<file path="src/rtl/fetch_pkg.sv">
// fetch_pkg: shared types and constants for the instruction-fetch front end.
package fetch_pkg;
    typedef enum logic [1:0] {FETCH, WAIT, DISCARD} fetch_state_e;
    localparam logic [31:0] NOP_INST         = 32'h0000_0000;
    localparam logic [31:0] DEFAULT_RESET_PC = 32'h0000_0000;
    localparam int          DEFAULT_PC_STEP  = 4;

    function automatic logic [31:0] align_target(input logic [31:0] t);
        return t & ~32'h3;
    endfunction
endpackage

</file>
<file path="src/rtl/fetch_pc_reg.sv">
// fetch_pc_reg: program counter with async reset; redirect load beats increment, else hold.
module fetch_pc_reg
    import fetch_pkg::*;
#(
    parameter logic [31:0] RESET_PC = DEFAULT_RESET_PC,
    parameter int          PC_STEP  = DEFAULT_PC_STEP
) (
    input  logic        clk_i,
    input  logic        rst_i,
    input  logic        load_i,
    input  logic [31:0] target_i,
    input  logic        inc_i,
    output logic [31:0] pc_o
);
    logic [31:0] pc_q, pc_d;

    always_comb pc_d = load_i ? align_target(target_i) : inc_i ? pc_q + 32'(PC_STEP) : pc_q;

    always_ff @(posedge clk_i or posedge rst_i)
        if (rst_i) pc_q <= RESET_PC;
        else       pc_q <= pc_d;

    assign pc_o = pc_q;
endmodule

</file>
<file path="src/rtl/if_fetch_unit.sv">
// if_fetch_unit: owns the PC, runs the icache req/ack handshake and delivers addedPC/inst to IF/ID.
module if_fetch_unit
    import fetch_pkg::*;
#(
    parameter logic [31:0] RESET_PC = DEFAULT_RESET_PC,
    parameter int          PC_STEP  = DEFAULT_PC_STEP
) (
    input  logic        clk_i,
    input  logic        rst_i,
    input  logic        hazard_stall_i,
    input  logic        branch_i,
    input  logic [31:0] branch_target_i,
    input  logic        jump_i,
    input  logic [31:0] jump_target_i,
    input  logic        icache_ack_i,
    input  logic [31:0] icache_data_i,
    output logic        icache_req_o,
    output logic [31:0] icache_addr_o,
    output logic [31:0] addedPC_o,
    output logic [31:0] inst_o,
    output logic        inst_valid_o,
    output logic        cache_stall_o
);
    fetch_state_e state_q, state_d;
    logic [31:0]  req_addr_q, req_addr_d;
    logic [31:0]  pc, addr;
    logic         redirect, deliver;

    assign redirect = branch_i | jump_i;

    fetch_pc_reg #(.RESET_PC(RESET_PC), .PC_STEP(PC_STEP)) u_pc (
        .clk_i   (clk_i),
        .rst_i   (rst_i),
        .load_i  (redirect),
        .target_i(branch_i ? branch_target_i : jump_target_i),
        .inc_i   (deliver && !hazard_stall_i),
        .pc_o    (pc)
    );

    // Outstanding requests keep their original address even after pc is redirected.
    always_ff @(posedge clk_i or posedge rst_i)
        if (rst_i) begin
            state_q    <= FETCH;
            req_addr_q <= RESET_PC;
        end else begin
            state_q    <= state_d;
            req_addr_q <= req_addr_d;
        end

    always_comb begin
        state_d    = icache_ack_i ? FETCH : (redirect || state_q == DISCARD) ? DISCARD : WAIT;
        req_addr_d = (state_q == FETCH) ? pc : req_addr_q;
    end

    always_comb begin
        addr          = (state_q == FETCH) ? pc : req_addr_q;
        deliver       = !rst_i && icache_ack_i && state_q != DISCARD;
        icache_req_o  = !rst_i;
        icache_addr_o = addr;
        inst_valid_o  = deliver;
        inst_o        = deliver ? icache_data_i : NOP_INST;
        addedPC_o     = deliver ? addr + 32'(PC_STEP) : 32'h0;
        cache_stall_o = !rst_i && !icache_ack_i;
    end
endmodule

</file>
<file path="config.mk">
export PLATFORM = sky130hd
export DESIGN_NAME = if_fetch_unit
export DESIGN_NICKNAME = d
export VERILOG_FILES = /design/src/rtl/fetch_pkg.sv /design/src/rtl/fetch_pc_reg.sv /design/src/rtl/if_fetch_unit.sv
export SDC_FILE = /design/constraint.sdc
export NUM_CORES = 1
export LEC_CHECK = 0
export BUFFER_PORTS_ARGS = -buffer_cell sky130_fd_sc_hd__buf_2
export CELL_PAD_IN_SITES_DETAIL_PLACEMENT = 0
export CELL_PAD_IN_SITES_GLOBAL_PLACEMENT = 1
export CORE_MARGIN = 8
export CORE_UTILIZATION = 37
export CTS_CLUSTER_DIAMETER = 150
export DETAILED_ROUTE_END_ITERATION = 10
export PLACE_DENSITY_LB_ADDON = 0.1
export SLEW_MARGIN = 20
export SYNTH_ARGS = -nofsm -noshare
export SYNTH_HDL_FRONTEND = slang
export SYNTH_SLANG_ARGS = --single-unit
</file>
<file path="constraint.sdc">
create_clock -name clk_i -period 8.1 [get_ports clk_i]
set_input_delay 0.81 -clock clk_i [delete_from_list [all_inputs] [get_ports clk_i]]
set_output_delay 0.81 -clock clk_i [all_outputs]
set_load 0.05 [all_outputs]
</file>
======== Word-level counts from Yosys, hierarchy flattened ========
Index checks and enable logic that the tools add are counted.
Widths: inputs -> output; s select.
storage, ports and cells
  bits of input ports ..................... 102
  register bits after elaboration ......... 66
  output and inout port bits .............. 99
operators by class
  equality and inequality tests ........... 2
  $add $sub $neg .......................... 2
  bitwise gates (word level) .............. 1
  mux-type cells .......................... 8
  reductions and logical operators ........ 10
operator list
  kind                   number
  $mux 32                6
  $add 32x3->32 const B  2
  $logic_and 1x1->1      4
  $mux 2                 2
  $logic_not 1->1        3
  $eq 2x2->1 const B     1
  $logic_not 2->1        1
  $ne 2x2->1 const B     1
  $reduce_bool 2->1      1
  $logic_or 1x1->1       1
  $or 1x1->1             1

======== Longest topological paths before layout ========
  depth in word-level cells ............... 6
  mapped depth ............................ 15
  mapped depth without buffers ............ 9

======== Cells and area by module ========
From an unflattened synthesis, not the netlist that was laid out.
second synthesis, totals
  cells, all modules ...................... 586
  area, all modules ....................... 4938.5 um^2
modules (own cells, without submodules)
  module         cells an instance  instances  area each (um^2)
  if_fetch_unit  389                1          3150.5
  fetch_pc_reg   197                1          1788.0

======== Least setup slack after synthesis ========
No wires, ideal clock.
  path kind ............................... reg-to-output
  from .................................... reg state_q[0]
  to ...................................... out addedPC_o[28]
  buffers on the path ..................... 6
  arrival ................................. 4254 ps
  cell stages (with the launch flop) ...... 16
  slack ................................... 3036 ps
  path through ............................ dfrtp_1 -> buf_2 -> or2_2 -> clkbuf_1 -> buf_2 -> buf_2 -> buf_1 -> nand2_1 -> nand2_1 -> ha_1 -> inv_1 -> a221oi_1 -> and3_1 -> buf_2 -> a31oi_1 -> nor3b_1
between the ends
  word-level cells in the longest chain between the ends .. 4
  elaborated cells on any way between the ends .. 6
  those cells by class .................... add/sub (1); eq/ne (1); mux (2); reduce/logical (2)
RTL lines
  item                      line                 text
  start: declaration        if_fetch_unit.sv:24  fetch_state_e state_q, state_d;
  start signal: assignment  if_fetch_unit.sv:46  state_q <= state_d;
  $logic_not 2->1           if_fetch_unit.sv:56  addr = (state_q == FETCH) ? pc : req_addr_q;
  $mux 32                   if_fetch_unit.sv:56
  net icache_addr_o[2]      if_fetch_unit.sv:18  output logic [31:0] icache_addr_o,
  $add 32x3->32             if_fetch_unit.sv:62  addedPC_o = deliver ? addr + 32'(PC_STEP) : 32'h0;
  $mux 32                   if_fetch_unit.sv:62
  end: declaration          if_fetch_unit.sv:19  output logic [31:0] addedPC_o,
The timed path passes the listed nets, and every way through them passes these cells.

======== Final worst setup path ========
  from .................................... reg state_q[1]
  to ...................................... out addedPC_o[28]
between the ends
  word-level cells in the longest chain between the ends .. 4
  elaborated cells on any way between the ends .. 6
  those cells by class .................... add/sub (1); eq/ne (1); mux (2); reduce/logical (2)
RTL lines
  item             line
  $logic_not 2->1  if_fetch_unit.sv:56
  $mux 32          if_fetch_unit.sv:56
  $add 32x3->32    if_fetch_unit.sv:62
  $mux 32 (*)      if_fetch_unit.sv:62
Mark *: on every way between the ends. The rest lies on a longest branch, timed or not.

==> out/results.tsv <==
stage	metric	value	unit
cells_and_area	Final #Nets	869	
drt	Vias/cell	5.753	
worst_setup_path	R2R depth	4	
worst_setup_path	CP Capture Type	primary output	
drt	DRC viols	0	
yosys	Synthesis Warnings	0	
worst_setup_path	worst r2r src	state_q[1]$_DFF_PP0_	
yosys	Yosys top cell by area	dfrtp_1	
floorplan	I/O Pins	201	
yosys	top post-synthesis cells by area	dfrtp_1 (33%), and3_1 (5.8%), nand2_1 (5.6%)	
cts	Clock Path Buffers	2	
global_routing	most utilized layer in the global route result	met2	
power	Sw Pwr	0.4773	mW
cells_and_area	fin util	48.91	%
worst_setup_path	crit path capture	addedPC_o[28]	
sta	Hold Fails Final Rpt	0	
yosys	Post-Syn Area	4841	um2
sta	slew margin rel.	28.14	%
worst_setup_path	Worst Path Arrival	4.46	ns
yosys	#FFs+latches synth	64	
yosys	share of async-settable or async-resettable flops after synthesis	100.0	%
cells_and_area	fraction of layout cells with a size suffix above 1	31.30	%
place	DP HPWL	13880	um
worst_setup_path	reg-to-reg setup timing slack	5.16	ns
worst_setup_path	Crit Path Max Fanout	37	
run_status	status	complete, no violations	
cells_and_area	commonest non-fill, non-tap cell in the layout	buf_2	
sta	Clock Skews	0.004127	ns
floorplan	Cell Rows	41	
global_routing	global route overflow	0	
yosys	Mapped Nets	699	
global_routing	total track usage	21.24	%
worst_setup_path	crit path from	state_q[1]$_DFF_PP0_	
power	Pleak	3.083	nW
place	gp weighted congestion	0.8637	
power	Clk pwr share	33.8	%
sta	Worst Tran Pin Value	1.078	ns
sta	Final Hold Slack	0.5153	ns
cts	CTS root buffer	clkbuf_16	
yosys	Syn Inst Count	595	
sta	Fmax achieved	0.1898	GHz
power	Logic pwr share	32.5	%
worst_setup_path	CP startpoint kind	flop	
drt	WL final	18360	um
floorplan	Die Area	17000	um2
cts	CTS sink cnt	64	
global_routing	first-pass GRT wire length	28580	um
drt	drt first pass iters	6	
floorplan	DIE WIDTH	130.4	um
cts	Worst-path clk slew	0.05	ns
sta	Max Slew Vio Count	0	
floorplan	Die Ht	130.4	um
cells_and_area	# diodes	0	
global_routing	vias in the first global route	5373	
place	number of port buffers	196	
drt	DRT iter0 DRCs	498	
sta	setup TNS	0	ns
global_routing	initial antenna violation count	0	
sta	fin crit share	65.06	%
cts	H-tree depth	3	
cells_and_area	commonest non-fill, non-tap cells in the layout	buf_2 (196), nand2_1 (72), dfrtp_1 (63), and3_1 (45), a21oi_1 (36)	
global_routing	GRT met3 Usage	4.579	%
global_routing	GRT met2 Usage	32.91	%
floorplan	core area	12720	um2
cells_and_area	Layout fillers	1286	
cts	Worst-Skew Late Latency	0.33	ns
flow_run	Max-cap violations	0	
worst_hold_path	Hold WC Path Type	reg2reg	
cts	Post-CTS Setup Bufs	0	
yosys	Seq/Total Area, Yosys	33.08	%
worst_setup_path	CP required	7.29	ns
power	Power Internal	0.7528	mW
drt	WL per Instance	19.49	um
yosys	Primary FF master, synth	dfrtp_1	
sta	setup violators final	0	
power	Seq pwr share	33.8	%
yosys	share of the synthesized area in the top cell type	33.08	%
power	Max VDD drop	0.00008229	V
worst_setup_path	reg2reg end	u_pc.pc_o[24]$_DFFE_PP0P_	
drt	routed via count	5419	
sta	RSZ-0062 raised after global routing	no	
drt	Antenna Nets Post-Route	0	
yosys	synth unique cells	62	
power	power after layout	1.230	mW
worst_setup_path	path type of the worst setup path	reg2out	
cells_and_area	Area growth syn-to-layout	28.53	%
power	Power Density	197.7	nW/um2
global_routing	pin count of the biggest net entering global routing	65	
floorplan	Starting Density	38.05	%
cts	post-CTS resize count	0	
cts	CTS tree	yes	
power	Switching Share	38.80	%
sta	Final min period	5.270	ns
yosys	Post-synth EDFFs	0	
global_routing	GR met1 Demand/Resource	28.69	%
cts	hold buffer count at CTS	0	
yosys	syn_area_per_cell	8.136	um2
cts	TritonCTS buffer count	9	
## worst max-delay path, cell delays in order (launching register included)
cell      delay [ns]
dfrtp_1         1.05
or2_2           0.74
nand2_1         0.12
nand2_1         0.15
ha_1            0.18
inv_1           0.06
a221oi_1        0.65
and3_1          0.48
a31oi_1         0.15
nor3b_1         0.22
buf_2           0.32
## area by class of cell
type	instances	area, um2	share of cell area (%)
multi-input cells	470	2984	47.96
inverters	16	60.06	0.9652
repair buffers	204	1041	16.73
clock inverters	2	35.03	0.5630
well taps	172	215.2	3.459
flip-flops and latches	64	1603	25.76
clock buffers	14	284.0	4.565
## stage by stage
stage / setup WS (ns) / area (um2) / std cells
after floorplan: 3.036 / 4841 / 595
after global placement: 3.309 / 5894 / 925
after detailed placement: 3.228 / 5894 / 925
after CTS: 2.847 / 6213 / 941
after global routing: 2.502 / 6222 / 942
final: 2.830 / 6222 / 942
## layer usage
layer / vias up / share of wire [%] / wire length [um]
met2: 274 / 43 / 7962
li1: 2597 / - / -
met1: 2522 / 45 / 8348
met4: 0 / 1.9 / 357
met3: 26 / 9.2 / 1688
met5: - / 0 / 0
## state kept, by name (all words and copies together) (netlist names)
| name | cells |
|---|---|
| u_pc.pc_o | 30 |
| req_addr_q | 32 |
| state_q | 2 |
## how the worst min path moves through the flow
stage / cells past startpoint / endpoint / start / slack (ns)
after floorplan: 1 / u_pc.pc_o[22]$_DFFE_PP0P_ / u_pc.pc_o[22]$_DFFE_PP0P_ / 0.50
after global routing: 1 / req_addr_q[1]$_DFF_PP0_ / req_addr_q[1]$_DFF_PP0_ / 0.53
final: 1 / req_addr_q[1]$_DFF_PP0_ / req_addr_q[1]$_DFF_PP0_ / 0.52
after CTS: 1 / req_addr_q[0]$_DFF_PP0_ / req_addr_q[0]$_DFF_PP0_ / 0.51
after global placement: 1 / req_addr_q[0]$_DFF_PP0_ / req_addr_q[0]$_DFF_PP0_ / 0.48
after detailed placement: 1 / req_addr_q[0]$_DFF_PP0_ / req_addr_q[0]$_DFF_PP0_ / 0.49
## power by group through the flow
stage	Clock [mW]	Sequential, mW	Combinational [mW]
5_1_grt	0.433	0.422	0.430
3_3_place_gp	0	0.416	0.394
6_report	0.415	0.415	0.399
2_1_floorplan	0	0.396	0.301
4_1_cts	0.419	0.413	0.402
3_5_place_dp	0	0.418	0.400
## synth_stat cells, types with 10 or more instances
cell / instances
nand2_1: 72
dfrtp_1: 64
and3_1: 45
a21oi_1: 36
clkbuf_1: 32
o21ai_0: 29
nor2_1: 25
nand3_1: 24
nand4_1: 17
a22oi_1: 16
inv_1: 16
nor2b_1: 14
a31oi_1: 12
a2bb2oi_1: 11
nor3_1: 11
o211ai_1: 11
o31ai_1: 10
## logic make-up (layout without fill, tap and decap cells)
kind of cell | after synthesis | in the layout | share of synthesized area [%]
flip-flops | 64 | 64 | 33.08
adder cells (fa/ha/maj) | 2 | 2 | 0.5168
multiplexers | 16 | 16 | 3.541
AND/OR/NAND/NOR | 269 | 269 | 31.14
buffers and inverters | 61 | 236 | 5.325
AO/OA/AOI/OAI | 176 | 176 | 25.12
XOR/XNOR | 7 | 7 | 1.267
(Power assumes the default switching activity.)
